File: config.mk
export PLATFORM = sky130hd
export DESIGN_NAME = sprite_motion_ctrl
export DESIGN_NICKNAME = d
export VERILOG_FILES = /design/src/rtl/sprite_motion_ctrl.sv
export SDC_FILE = /design/constraint.sdc
export NUM_CORES = 1
export LEC_CHECK = 0
export CELL_PAD_IN_SITES_DETAIL_PLACEMENT = 1
export CELL_PAD_IN_SITES_GLOBAL_PLACEMENT = 2
export CORE_ASPECT_RATIO = 1.4
export CORE_MARGIN = 5
export CORE_UTILIZATION = 31
export CTS_CLUSTER_SIZE = 14
export DETAILED_ROUTE_END_ITERATION = 10
export GPL_TIMING_DRIVEN = 0
export PLACE_DENSITY_LB_ADDON = 0.15
export SLEW_MARGIN = 25
export SYNTH_ARGS = -nofsm -noshare
export SYNTH_HDL_FRONTEND = slang
export SYNTH_SLANG_ARGS = --single-unit
export TNS_END_PERCENT = 50
File: constraint.sdc
create_clock -name frame_clk -period 11.6 [get_ports frame_clk]
set_clock_uncertainty 0.2 [all_clocks]
set_input_delay 3.48 -clock frame_clk [delete_from_list [all_inputs] [get_ports frame_clk]]
set_output_delay 3.48 -clock frame_clk [all_outputs]
set_load 0.01 [all_outputs]
File: src/rtl/sprite_motion_ctrl.sv
// sprite_motion_ctrl: per-frame sprite mover with key decode, speed ramp and edge policy.
// Optional feature macro: SPRITE_ACCEL_EN (acceleration/coasting; default build jumps to MAX_SPEED).
module sprite_motion_ctrl #(
  parameter int W         = 10,
  parameter int X_MIN     = 0,
  parameter int X_MAX     = 639,
  parameter int Y_MIN     = 0,
  parameter int Y_MAX     = 479,
  parameter int X_CENTER  = 320,
  parameter int Y_CENTER  = 240,
  parameter int SIZE      = 4,
  parameter int MAX_SPEED = 4,
  parameter int ACCEL_DIV = 4,
  parameter int EDGE_MODE = 0,
  parameter logic [7:0] KEY_UP    = 8'h1A,
  parameter logic [7:0] KEY_DOWN  = 8'h16,
  parameter logic [7:0] KEY_LEFT  = 8'h04,
  parameter logic [7:0] KEY_RIGHT = 8'h07
) (
  input  logic         frame_clk,
  input  logic         Reset_n,
  input  logic         Pause,
  input  logic [15:0]  key,
  output logic [W-1:0] PosX,
  output logic [W-1:0] PosY,
  output logic [W-1:0] Size,
  output logic [2:0]   Dir,
  output logic [W-1:0] Speed,
  output logic         Moving,
  output logic         Hit_edge
);

  localparam int SW = W + 2;

  localparam logic [2:0] D_IDLE  = 3'd0;
  localparam logic [2:0] D_UP    = 3'd1;
  localparam logic [2:0] D_DOWN  = 3'd2;
  localparam logic [2:0] D_LEFT  = 3'd3;
  localparam logic [2:0] D_RIGHT = 3'd4;

  localparam logic signed [SW-1:0] X_LO = SW'(X_MIN + SIZE);
  localparam logic signed [SW-1:0] X_HI = SW'(X_MAX - SIZE);
  localparam logic signed [SW-1:0] Y_LO = SW'(Y_MIN + SIZE);
  localparam logic signed [SW-1:0] Y_HI = SW'(Y_MAX - SIZE);

  localparam logic [W-1:0] X_RST   = W'(X_CENTER);
  localparam logic [W-1:0] Y_RST   = W'(Y_CENTER);
  localparam logic [W-1:0] SPD_MAX = W'(MAX_SPEED);
  localparam logic [W-1:0] SPD_ONE = W'(1);

  localparam bit MODE_CLAMP  = (EDGE_MODE == 0);
  localparam bit MODE_BOUNCE = (EDGE_MODE == 1);

  logic [W-1:0] pos_x;
  logic [W-1:0] pos_y;
  logic [2:0]   dir;
  logic [W-1:0] speed;
  logic         moving;
  logic         hit;

  logic [2:0]   dec_lo;
  logic [2:0]   dec_hi;
  logic [2:0]   key_dir;

  logic [2:0]   kd_dir;
  logic [W-1:0] kd_spd;

  logic signed [SW-1:0] stp;
  logic signed [SW-1:0] cand_x;
  logic signed [SW-1:0] cand_y;
  logic signed [SW-1:0] ax_cand;
  logic signed [SW-1:0] ax_lo;
  logic signed [SW-1:0] ax_hi;
  logic                 on_x;
  logic                 on_y;
  logic                 hit_lo;
  logic                 hit_hi;
  logic                 edge_hit;
  logic [W-1:0]         edge_pos;

  logic [W-1:0] nx_x;
  logic [W-1:0] nx_y;
  logic [2:0]   nx_dir;
  logic [W-1:0] nx_spd;

`ifdef SPRITE_ACCEL_EN
  localparam int CW = (ACCEL_DIV > 1) ? $clog2(ACCEL_DIV) : 1;
  localparam logic [CW-1:0] CNT_TOP = CW'(ACCEL_DIV - 1);

  logic [CW-1:0] cnt;
  logic [CW-1:0] kd_cnt;
  logic [CW-1:0] nx_cnt;
`endif

  function automatic logic [2:0] decode(
    input logic [7:0] code
  );
    logic [2:0] d;
    d = D_IDLE;
    unique case (1'b1)
      (code == KEY_UP):    d = D_UP;
      (code == KEY_DOWN):  d = D_DOWN;
      (code == KEY_LEFT):  d = D_LEFT;
      (code == KEY_RIGHT): d = D_RIGHT;
      default:             d = D_IDLE;
    endcase
    return d;
  endfunction

  function automatic logic [2:0] opposite(
    input logic [2:0] d
  );
    logic [2:0] o;
    o = D_IDLE;
    unique case (d)
      D_UP:    o = D_DOWN;
      D_DOWN:  o = D_UP;
      D_LEFT:  o = D_RIGHT;
      D_RIGHT: o = D_LEFT;
      default: o = D_IDLE;
    endcase
    return o;
  endfunction

  // Key decode: low byte has priority, unknown codes read as no key.
  always_comb begin
    dec_lo  = decode(key[7:0]);
    dec_hi  = decode(key[15:8]);
    key_dir = (dec_lo != D_IDLE) ? dec_lo : dec_hi;
  end

`ifdef SPRITE_ACCEL_EN
  // Key-driven Dir/Speed: ramp up while held, coast down on release.
  always_comb begin
    kd_dir = dir;
    kd_spd = speed;
    kd_cnt = cnt;
    if (key_dir != D_IDLE) begin
      if (key_dir != dir) begin
        kd_dir = key_dir;
        kd_spd = SPD_ONE;
        kd_cnt = '0;
      end else if (cnt == CNT_TOP) begin
        kd_cnt = '0;
        if (speed < SPD_MAX) begin
          kd_spd = speed + SPD_ONE;
        end
      end else begin
        kd_cnt = cnt + CW'(1);
      end
    end else if (dir != D_IDLE) begin
      if (speed == '0) begin
        kd_dir = D_IDLE;
        kd_cnt = '0;
      end else if (cnt == CNT_TOP) begin
        kd_cnt = '0;
        kd_spd = speed - SPD_ONE;
        if (speed == SPD_ONE) begin
          kd_dir = D_IDLE;
        end
      end else begin
        kd_cnt = cnt + CW'(1);
      end
    end
  end
`else
  // Key-driven Dir/Speed: full speed while held, stop on release.
  always_comb begin
    kd_dir = D_IDLE;
    kd_spd = '0;
    if (key_dir != D_IDLE) begin
      kd_dir = key_dir;
      kd_spd = SPD_MAX;
    end
  end
`endif

  // Candidate position from the current registered Dir/Speed, widened and signed.
  always_comb begin
    stp    = $signed({2'b00, speed});
    cand_x = $signed({2'b00, pos_x});
    cand_y = $signed({2'b00, pos_y});
    unique case (dir)
      D_UP:    cand_y = cand_y - stp;
      D_DOWN:  cand_y = cand_y + stp;
      D_LEFT:  cand_x = cand_x - stp;
      D_RIGHT: cand_x = cand_x + stp;
      default: ;
    endcase
  end

  // Bound check on the moving axis and the position the edge policy lands on.
  always_comb begin
    on_x     = (dir == D_LEFT) || (dir == D_RIGHT);
    on_y     = (dir == D_UP) || (dir == D_DOWN);
    ax_cand  = on_x ? cand_x : cand_y;
    ax_lo    = on_x ? X_LO : Y_LO;
    ax_hi    = on_x ? X_HI : Y_HI;
    hit_lo   = (on_x || on_y) && (ax_cand < ax_lo);
    hit_hi   = (on_x || on_y) && (ax_cand > ax_hi);
    edge_hit = hit_lo || hit_hi;
    edge_pos = ax_cand[W-1:0];
    if (hit_lo) begin
      edge_pos = (MODE_CLAMP || MODE_BOUNCE) ?
                 ax_lo[W-1:0] : ax_hi[W-1:0];
    end else if (hit_hi) begin
      edge_pos = (MODE_CLAMP || MODE_BOUNCE) ?
                 ax_hi[W-1:0] : ax_lo[W-1:0];
    end
  end

  // Next state: edge action overrides the key-driven update.
  always_comb begin
    nx_x   = pos_x;
    nx_y   = pos_y;
    nx_dir = kd_dir;
    nx_spd = kd_spd;
`ifdef SPRITE_ACCEL_EN
    nx_cnt = kd_cnt;
`endif
    if (on_x) begin
      nx_x = edge_pos;
    end
    if (on_y) begin
      nx_y = edge_pos;
    end
    if (edge_hit) begin
      if (MODE_CLAMP) begin
        nx_dir = D_IDLE;
        nx_spd = '0;
`ifdef SPRITE_ACCEL_EN
        nx_cnt = '0;
`endif
      end else if (MODE_BOUNCE) begin
        nx_dir = opposite(dir);
        nx_spd = speed;
`ifdef SPRITE_ACCEL_EN
        nx_cnt = '0;
`endif
      end
    end
  end

  // State registers: reset, then pause hold, then frame update.
  always_ff @(posedge frame_clk) begin
    if (!Reset_n) begin
      pos_x  <= X_RST;
      pos_y  <= Y_RST;
      dir    <= D_IDLE;
      speed  <= '0;
      moving <= 1'b0;
      hit    <= 1'b0;
`ifdef SPRITE_ACCEL_EN
      cnt    <= '0;
`endif
    end else if (Pause) begin
      hit    <= 1'b0;
    end else begin
      pos_x  <= nx_x;
      pos_y  <= nx_y;
      dir    <= nx_dir;
      speed  <= nx_spd;
      moving <= (nx_dir != D_IDLE);
      hit    <= edge_hit;
`ifdef SPRITE_ACCEL_EN
      cnt    <= nx_cnt;
`endif
    end
  end

  assign PosX     = pos_x;
  assign PosY     = pos_y;
  assign Size     = W'(SIZE);
  assign Dir      = dir;
  assign Speed    = speed;
  assign Moving   = moving;
  assign Hit_edge = hit;

endmodule

==> metrics.md, run 1 <==
| Metric | Value |
|---|---|
| DIE WIDTH | `about 90 um` |
| P_leak | `1.33 nW` |
| Most frequent cells in the layout | `clkdlybuf4s50_1 (42), nor2_1 (29), dfxtp_1 (26)` |
| Area of the multi-input gates | `around 2000 um^2` |
| Total global routing overflow | `0` |
| Synth Area in Compound Gates | `31.7%` |
| Core area | `roughly 8900 um^2` |
| Post-place instance area | `about 3400 um^2` |
| DRC | `0` |
| Final Hold Fails | `0` |
| Initial antenna violation count | `0` |
| Fin Setup TNS | `0 ps` |
| Adder-cell area share of the yosys netlist | `around 4.5%` |
| Crit share post-route | `between 40% and 50%` |
| Rel. slew slack | `between 40 and 50%` |
| Vias | `about 3,100` |
| First-pass iteration count of the detailed router | `4` |
| Number of enable flip-flop cells after synthesis | `0` |
| Critical-path maximum fanout | `4` |
| Combinational family with the most area after synthesis | `compound AO/OA/AOI/OAI gates` |
| HPWL after detailed placement | `roughly 8.5 mm` |
| Post-layout minimum cycle time | `about 5800 ps` |
| Post-CTS Setup Bufs | `0` |
| Pwr dens | `between 60 and 70 nW/um^2` |
| Worst slew pin tran | `772 ps` |
| Hold path cells | `2` |
| Crit path kind | `in2reg` |
| CTS tree | `yes` |
| Synth Cell Area | `about 2800 um^2` |
| Total GRT Usage | `around a fifth` |
| PostCTS Resize Cnt | `0` |
| Area share of the largest cell type after synthesis | `between 10% and 20%` |
| Peak Freq | `approximately 170 MHz` |
| Bufs and invs on worst path | `1` |
| Antenna fix cells | `0` |
| Rows | `between 40 and 50` |
| Post-synthesis mux area share | `1.85%` |
| RSZ-0062 raised after global routing | `false` |
| Ys Warns | `0` |
| CP delay by family, top | `compound AO/OA/AOI/OAI gates` |
| First-pass GRT wire length | `roughly 17 mm` |
| Asr flop ratio synth | `0%` |
| Port Buffers | `42` |
| CTS root buffer | `clkbuf_16` |
| Worst Hold Class | `reg2reg` |
| Full die area | `approximately 11,000 um^2` |
| Clock slew at reported path FFs | `about 70 ps` |
| Worst hold start | `PosX[0]` |
| Drt total wl | `10.4 mm` |
| # IOs | `64` |
| Crit end category | `flip-flop` |
| R2R Path End | `Speed[2]` |
| Top cells by area, synth | `dfxtp_1 (19%), buf_4 (5.1%), ha_1 (4.5%)` |
| WL/cell | `around 20 um` |
| Critical-path top delay cell | `clkdlybuf4s50_1` |
| Simple-gate share of the synthesized area | `~29%` |
| Commonest non-fill, non-tap cell in the layout | `clkdlybuf4s50_1` |
| Final setup vio count | `0` |
| WHS Endpoint | `PosX[0]` |
| Slew Viols, Final | `0` |
| CTS H-tree depth | `1` |
| Fin area | `approximately 3500 um^2` |
| Clock sink count | `26` |
| Fillers | `~1,100` |
| Largest net degree at the start of global routing | `16` |
| CTS buffer count | `3` |
| Area grow syn2layout | `26.2%` |
| Sequential cell area fraction in the yosys report | `between 10% and 20%` |
| DR vias/cell | `between 5 and 6` |
| Worst reg2reg path depth | `15` |
| Yosys reg bits | `26` |
| Area share of xor/xnor cells in the synthesized design | `under 10%` |
| Syn Inst Count | `between 300 and 400` |
| Unique masters post-synth | `between 70 and 80` |
| Required time of the critical path | `about 12,000 ps` |
| Layout cells sized above 1 | `13.6%` |
| Synthesized area per cell | `approximately 7.7 um^2` |
| Initial Util | `between 30% and 40%` |
| Final ANT Viol Nets | `0` |
| CP arrival | `5710 ps` |
| Leading area contributor after synthesis | `dfxtp_1` |
| CP max stage delay | `roughly 530 ps` |
| Vias in the first global route | `between 3,000 and 4,000` |
| Cts hold-fix bufs | `0` |
| FF-to-FF setup slack | `6580 ps` |
| Worst path cell trace | `clkdlybuf4s50_1 > or3b_2 > o22ai_1 > a2111o_1 > nor3_1 > a22oi_1 > a31oi_1 > and2_1 > a32o_1` |
| Final nets | `456` |
| Register area | `520 um^2` |
| Clk Latency, worst-skew pair | `between 200 and 300 ps` |
| MaxCap Viol Count | `0` |
| Routability congestion estimate | `between 0.8 and 0.9` |
| VDD IR max | `0.0636 mV` |
| Drt initial violations | `approximately 170` |
| Post-synth top flop | `dfxtp_1` |
| Status | `completed` |
| RR Startpoint | `Speed[2]` |
| Worst hold slack | `around 300 ps` |
| Crit start category | `primary input` |
| Die Span Y | `122 um` |
| Clock Path Buffers | `2` |
flip-flops by register name, indices dropped and copies added (netlist names):
signal	flops
Dir	3
Hit_edge	1
Moving	1
PosX	10
PosY	10
Speed	1
how the worst max path moves through the flow:
| stage | from | end | slack, ps | cells past startpoint |
|---|---|---|---|---|
| after floorplan | key[3] | Moving | 6300 | 8 |
| after global placement | key[2] | Moving | 5590 | 9 |
| after detailed placement | key[2] | Speed[2] | 5550 | 9 |
| after CTS | key[2] | Speed[2] | 5820 | 9 |
| after global routing | key[2] | Speed[2] | 5640 | 8 |
| final | key[2] | Speed[2] | 5850 | 9 |
synthesized netlist by cell type (4+ instances only):
cell,instances
a22oi_1,4
nor3_1,11
nand3_1,18
nor2b_1,7
o21ai_0,16
buf_4,19
dfxtp_1,26
ha_1,10
xnor2_1,5
o32ai_1,4
clkbuf_1,13
a32oi_1,4
inv_1,13
or3_1,7
o22ai_1,4
mux2i_1,4
a21oi_1,15
and3_1,5
nor3b_1,5
o31ai_1,7
and4_1,6
a31oi_1,6
nor2_1,29
buf_2,10
nand2_1,16
o21ai_1,8
nand2b_1,7
power breakdown:
group / internal [mW] / total (mW) / switching, mW
Sequential: 0.0895 / 0.0898 / 0.000354
Clock: 0.0688 / 0.102 / 0.0336
Combinational: 0.0136 / 0.0269 / 0.0134
Total: 0.172 / 0.219 / 0.0473
stage by stage:
stage | cells | power [mW] | utilization, % | setup WS [ps]
after floorplan | 380 | 0.108 | - | 6300
final | 533 | 0.219 | 39.5 | 5850
after detailed placement | 529 | 0.118 | 38.3 | 5550
after global placement | 529 | 0.118 | 38.3 | 5590
after global routing | 533 | 0.227 | 39.5 | 5640
after CTS | 533 | 0.222 | 39.5 | 5820
cell type report:
type,instances,share of cell area (%)
Timing Repair Buffer,42,12.0
Tap cell,107,3.82
Clock inverter,1,0.856
Buffer,45,7.63
Sequential cell,26,14.8
Clock buffer,3,2.14
Multi-Input combinational cell,296,57.3
Inverter,13,1.39
routing by layer:
metal	track usage, %	vias to the layer above	share of wire (%)
met5	0	-	0
met4	9.87	0	4.8
met3	1.67	26	3.4
met2	34.3	86	52
met1	21.7	1499	40
li1	-	1489	-
worst register-to-register path, cell delays in order, from the launching register on:
cell	delay, ps
dfxtp_1	490
ha_1	350
ha_1	300
nand3_1	160
or3_1	400
a311oi_1	560
a2111oi_2	220
ha_1	390
o31ai_1	100
a2111oi_2	350
o2111ai_1	270
or3_1	420
o211ai_4	170
nand2_2	100
buf_2	200
a32o_1	220
kinds of logic after synthesis:
group,Yosys count
AO/OA/AOI/OAI,115
XOR/XNOR,7
adder cells (fa/ha/maj),10
buffers and inverters,58
flip-flops,26
multiplexers,5
other,2
AND/OR/NAND/NOR,140
No activity file was read; power rests on OpenSTA's default activity.
==> inputs of run 2 (changes only) <==
- CORE_UTILIZATION: 31 -> 29
- clock period: 11.6 -> 6.01 ns (I/O delays scaled with it)
==> metrics.md, run 2 (synthesized netlist as in run 1, its figures left out) <==
| Metric | Value |
|---|---|
| Drt initial violations | `114 (was 171)` |
| Status | `completed (unchanged)` |
| RSZ-0062 raised after global routing | `false (unchanged)` |
| Port Buffers | `42 (unchanged)` |
| Crit path kind | `reg2reg (was in2reg)` |
| Largest net degree at the start of global routing | `16 (unchanged)` |
| WL/cell | `20.0 um (was 19.6 um)` |
| Most frequent cells in the layout | `clkdlybuf4s50_1 (42), nor2_1 (29), dfxtp_1 (26) (unchanged)` |
| First-pass iteration count of the detailed router | `4 (unchanged)` |
| Clock slew at reported path FFs | `70 ps (about the same)` |
| Vias in the first global route | `3,226 (was 3,151)` |
| Routability congestion estimate | `0.840 (was 0.814)` |
| Pwr dens | `121 nW/um^2 (was 62.5 nW/um^2)` |
| Post-CTS Setup Bufs | `0 (unchanged)` |
| Required time of the critical path | `5970 ps (was 11,560 ps)` |
| Slew Viols, Final | `0 (unchanged)` |
| Met1 Usage GRT | `21.4% (was 21.7%)` |
| Commonest non-fill, non-tap cell in the layout | `clkdlybuf4s50_1 (unchanged)` |
| Worst slew pin tran | `873 ps (was 772 ps)` |
| # IOs | `64 (unchanged)` |
| Full die area | `11,700 um^2 (was 11,000 um^2)` |
| Drt total wl | `10.7 mm (was 10.4 mm)` |
| DR vias/cell | `5.78 (was 5.82)` |
| Total global routing overflow | `0 (unchanged)` |
| Die Span Y | `126 um (was 122 um)` |
| Post-layout minimum cycle time | `a little over 5000 ps` |
| FF-to-FF setup slack | `980 ps (was 6580 ps)` |
| Gr busiest metal | `met2 (unchanged)` |
| Core area | `9410 um^2 (was 8870 um^2)` |
| Cts hold-fix bufs | `0 (unchanged)` |
| Critical-path maximum fanout | `10 (was 4)` |
| Layout cells sized above 1 | `13.6% (unchanged)` |
| Antenna fix cells | `0 (unchanged)` |
| M3 GR Usage | `2.03% (was 1.67%)` |
| Crit share post-route | `~84%` |
| CTS H-tree depth | `1 (unchanged)` |
| VDD IR max | `0.0932 mV (was 0.0636 mV)` |
| PostCTS Resize Cnt | `0 (unchanged)` |
| Fin area | `3510 um^2 (about the same)` |
| Clock Path Buffers | `2 (unchanged)` |
| Hold path cells | `2 (unchanged)` |
| Crit end category | `flip-flop (unchanged)` |
| Worst Hold Class | `reg2reg (unchanged)` |
| Area grow syn2layout | `26.3% (was 26.2%)` |
| First-pass GRT wire length | `17.0 mm (was 16.6 mm)` |
| Total GRT Usage | `18.3% (was 18.8%)` |
| DIE WIDTH | `92.7 um (was 90.0 um)` |
| Final nets | `456 (unchanged)` |
| Peak Freq | `199 MHz` |
| HPWL after detailed placement | `8.68 mm (was 8.52 mm)` |
| P_leak | `1.33 nW (unchanged)` |
| Crit start category | `flip-flop (was primary input)` |
| MaxCap Viol Count | `0 (unchanged)` |
| Clk Latency, worst-skew pair | `270 ps (about the same)` |
| R2R Path End | `Moving (was Speed[2])` |
| Rows | `42 (was 41)` |
| Fillers | `1,164 (was 1,111)` |
| Final Core Density | `37.3% (was 39.5%)` |
| Final setup vio count | `0 (unchanged)` |
| Rel. slew slack | `41.0% (was 48.4%)` |
| CTS root buffer | `clkbuf_16 (unchanged)` |
| Clock sink count | `26 (unchanged)` |
| Final Hold Fails | `0 (unchanged)` |
| Fin Setup TNS | `0 ps (unchanged)` |
| Initial antenna violation count | `0 (unchanged)` |
| DRC | `0 (unchanged)` |
| Layout Cells excl Fill | `536 (was 533)` |
| Vias | `3,096 (was 3,100)` |
| Met2 usage | `32.2% (was 34.3%)` |
| DP Cell Count | `532 (was 529)` |
| Post-place instance area | `3410 um^2 (was 3400 um^2)` |
| Worst hold start | `PosX[1] (was PosX[0])` |
| Final ANT Viol Nets | `0 (unchanged)` |
| Initial Util | `29.5% (was 31.3%)` |
| Worst reg2reg path depth | `15 (unchanged)` |
| CP arrival | `4990 ps (was 5710 ps)` |
| CTS tree | `yes (unchanged)` |
| WHS Endpoint | `PosX[1] (was PosX[0])` |
| CTS buffer count | `3 (unchanged)` |
| RR Startpoint | `Speed[2] (unchanged)` |
run 2: cell counts in the layout (fill, tap and decap cells not counted):
No cell type changed its count.
run 2: routing by layer:
metal	vias to the layer above	part of all wire (%)
li1	1488	-
met1	1484	42
met2	94	50
met3	30	3.6
met4	0	4.8
met5	-	0
run 2: report_power, final:
group | total [mW] | switching (mW) | leakage [nW] | internal, mW
clock network | 0.199 | 0.0666 | 0.0511 | 0.133
logic | 0.0522 | 0.0260 | 1.07 | 0.0262
registers | 0.173 | 0.000761 | 0.210 | 0.173
total | 0.425 | 0.0934 | 1.33 | 0.332
run 2: worst max path at each step:
stage / startpoint / endpoint / cells after the start
2_1_floorplan: Speed[2] / Moving / 15
3_3_place_gp: Speed[2] / Dir[2] / 15
3_5_place_dp: Speed[2] / Dir[2] / 15
4_1_cts: Speed[2] / Dir[2] / 15
5_1_grt: Speed[2] / Moving / 15
6_report: Speed[2] / Moving / 15
run 2: final cells by class:
| cell class | instances | area, um^2 | area share, % |
|---|---|---|---|
| tap | 110 | 138 | 3.92 |
| buffer | 45 | 268 | 7.63 |
| clock buffer | 3 | 75.1 | 2.14 |
| multi-input combinational | 296 | 2010 | 57.3 |
| clock inverter | 1 | 30.0 | 0.855 |
| timing repair buffer | 42 | 420 | 12.0 |
| inverter | 13 | 48.8 | 1.39 |
| sequential | 26 | 520 | 14.8 |
run 2: worst max-delay path, cell delays in order, from the launching register on:
cell and delay, ps:
dfxtp_1 530, ha_1 310, ha_1 310, nand3_1 170, or3_1 410, a311oi_1 580, a2111oi_2 210, ha_1 390
o31ai_1 100, a2111oi_2 360, o2111ai_1 260, or3_1 400, o211ai_4 170, nand2_2 80, buf_2 200, a32o_1 220
run 2: per-stage QoR:
stage | setup WS, ps | hold slack, ps | total power [mW]
floorplan | 1970 | 292 | 0.209
global placement | 1050 | 275 | 0.228
detailed placement | 1020 | 286 | 0.229
CTS | 1000 | 298 | 0.430
global route | 771 | 323 | 0.442
finish | 984 | 297 | 0.425
==> inputs of run 3 (changes only) <==
- clock period: 6.01 -> 5.1 ns (I/O delays scaled with it)
==> metrics.md, run 3 (synthesized netlist as in run 1, its figures left out) <==
| Metric | Value |
|---|---|
| Post-layout minimum cycle time | `4870 ps (was 5030 ps)` |
| Total GRT Usage | `18.3% (unchanged)` |
| Drt total wl | `10.8 mm (was 10.7 mm)` |
| Total global routing overflow | `0 (unchanged)` |
| Rel. slew slack | `40.4% (was 41.0%)` |
| Clk Latency, worst-skew pair | `270 ps (about the same)` |
| Commonest non-fill, non-tap cell in the layout | `clkdlybuf4s50_1 (unchanged)` |
| DP Cell Count | `532 (unchanged)` |
| CTS H-tree depth | `1 (unchanged)` |
| Clock slew at reported path FFs | `70 ps (about the same)` |
| Initial antenna violation count | `0 (unchanged)` |
| CP dominant cell by count | `ha_1 (unchanged)` |
| RSZ-0062 raised after global routing | `false (unchanged)` |
| Most frequent cells in the layout | `clkdlybuf4s50_1 (42), nor2_1 (29), dfxtp_1 (26) (unchanged)` |
| CTS buffer count | `3 (unchanged)` |
| P_leak | `1.34 nW (was 1.33 nW)` |
| Final Core Density | `37.5% (was 37.3%)` |
| Crit start category | `flip-flop (unchanged)` |
| Initial Util | `29.5% (unchanged)` |
| Post-place instance area | `3410 um^2 (unchanged)` |
| Vias in the first global route | `3,226 (unchanged)` |
| MaxCap Viol Count | `0 (unchanged)` |
| HPWL after detailed placement | `8.68 mm (unchanged)` |
| Worst Hold Class | `reg2reg (unchanged)` |
| Layout Cells excl Fill | `536 (unchanged)` |
| Pre-CTS WS | `113 ps (was 1020 ps)` |
| CTS tree | `yes (unchanged)` |
| DRC | `0 (unchanged)` |
| # IOs | `64 (unchanged)` |
| Power Total | `0.500 mW (was 0.425 mW)` |
| First-pass GRT wire length | `17.0 mm (unchanged)` |
| Drt initial violations | `109 (was 114)` |
| Fin Setup TNS | `0 ps (unchanged)` |
| Fin area | `3530 um^2 (was 3510 um^2)` |
| Core area | `9410 um^2 (unchanged)` |
| Crit end category | `flip-flop (unchanged)` |
| Status | `completed (unchanged)` |
| Rows | `42 (unchanged)` |
| First-pass iteration count of the detailed router | `4 (unchanged)` |
| Routability congestion estimate | `0.840 (unchanged)` |
| Final nets | `456 (unchanged)` |
| CP delay by family, top | `compound AO/OA/AOI/OAI gates (unchanged)` |
| CTS root buffer | `clkbuf_16 (unchanged)` |
| CP arrival | `4830 ps (was 4990 ps)` |
| Final setup vio count | `0 (unchanged)` |
| Die Span Y | `126 um (unchanged)` |
| Pwr dens | `142 nW/um^2 (was 121 nW/um^2)` |
| Critical-path top delay cell | `dfxtp_1 (was a311oi_1)` |
| Slew Viols, Final | `0 (unchanged)` |
| Vias | `3,066 (was 3,096)` |
| Required time of the critical path | `5060 ps (was 5970 ps)` |
| DR vias/cell | `5.72 (was 5.78)` |
| WL/cell | `20.1 um (was 20.0 um)` |
| Clock sink count | `26 (unchanged)` |
| VDD IR max | `0.108 mV (was 0.0932 mV)` |
| Bufs and invs on worst path | `1 (unchanged)` |
| Port Buffers | `42 (unchanged)` |
| Fillers | `1,163 (was 1,164)` |
| Peak Freq | `205 MHz (was 199 MHz)` |
| Critical-path maximum fanout | `10 (unchanged)` |
| Final Hold Fails | `0 (unchanged)` |
| Crit path kind | `reg2reg (unchanged)` |
| Area grow syn2layout | `27.0% (was 26.3%)` |
| Layout cells sized above 1 | `13.8% (was 13.6%)` |
| Largest net degree at the start of global routing | `16 (unchanged)` |
| Crit share post-route | `95.5% (was 83.6%)` |
| Worst hold slack | `296 ps (was 297 ps)` |
| Full die area | `11,700 um^2 (unchanged)` |
| Worst slew pin tran | `881 ps (was 873 ps)` |
| Final ANT Viol Nets | `0 (unchanged)` |
| Worst path cell trace | `ha_1 > ha_1 > nand3_1 > or3_1 > a311oi_2 > a2111oi_4 > ha_1 > o31ai_1 > a2111oi_2 > o2111ai_1 > or3_1 > o211ai_4 > nand2_2 > buf_2 > a32o_1 (was ha_1 > ha_1 > nand3_1 > or3_1 > a311oi_1 > a2111oi_2 > ha_1 > o31ai_1 > a2111oi_2 > o2111ai_1 > or3_1 > o211ai_4 > nand2_2 > buf_2 > a32o_1)` |
| Clock Path Buffers | `2 (unchanged)` |
| Fin worst setup slack | `230 ps (was 984 ps)` |
| Antenna fix cells | `0 (unchanged)` |
| DIE WIDTH | `92.7 um (unchanged)` |
| CP max stage delay | `530 ps (was 580 ps)` |
-- run 3: changes by cell type in the layout (fill, tap and decap cells not counted) --
cell / delta
a2111oi_4: +1
a311oi_2: +1
a2111oi_2: -1
a311oi_1: -1
-- run 3: what timing repair did --
item / CTS / global route
hold buffers: 0 / 0
buffers inserted: 0 / 0
gates resized for setup: 0 / 2
endpoints found under the setup margin: 0 / 19
-- run 3: final cells by class --
class                   instances  area, um^2  share of cell area (%)
multi-input cells             296        2030                    57.5
flip-flops and latches         26         520                    14.7
clock buffers                   3        75.1                    2.13
plain buffers                  45         268                    7.59
inverters                      13        48.8                    1.38
clock inverters                 1        30.0                   0.851
repair buffers                 42         420                    11.9
well taps                     110         138                    3.90
-- run 3: path summary, 6_finish.rpt --
kind	from	end	slack, ps	cells past startpoint
setup / recovery	Speed[2]	Moving	230	15
hold / removal	PosX[1]	PosX[1]	300	2
setup reg to reg	Speed[2]	Moving	230	15
hold reg to reg	PosX[1]	PosX[1]	300	2
-- run 3: worst min-delay path: stages, from the launching register on --
cell and delay, ps:
dfxtp_1 330, nand2_1 60, o22ai_1 60
-- run 3: where the power goes --
group	switching (mW)	internal [mW]	leakage, nW	total [mW]
Combinational	0.0307	0.0310	1.08	0.0617
Clock	0.0773	0.157	0.0511	0.234
Sequential	0.000909	0.203	0.210	0.204
-- run 3: layer usage --
layer | global-route usage, % | vias up | share of wire [%] | routed length, um
met5 | 0 | - | 0 | 0
met2 | 32.2 | 93 | 50 | 5400
met3 | 2.03 | 33 | 3.5 | 375
met4 | 10.3 | 0 | 5.0 | 536
li1 | - | 1484 | - | -
met1 | 21.4 | 1456 | 41 | 4440
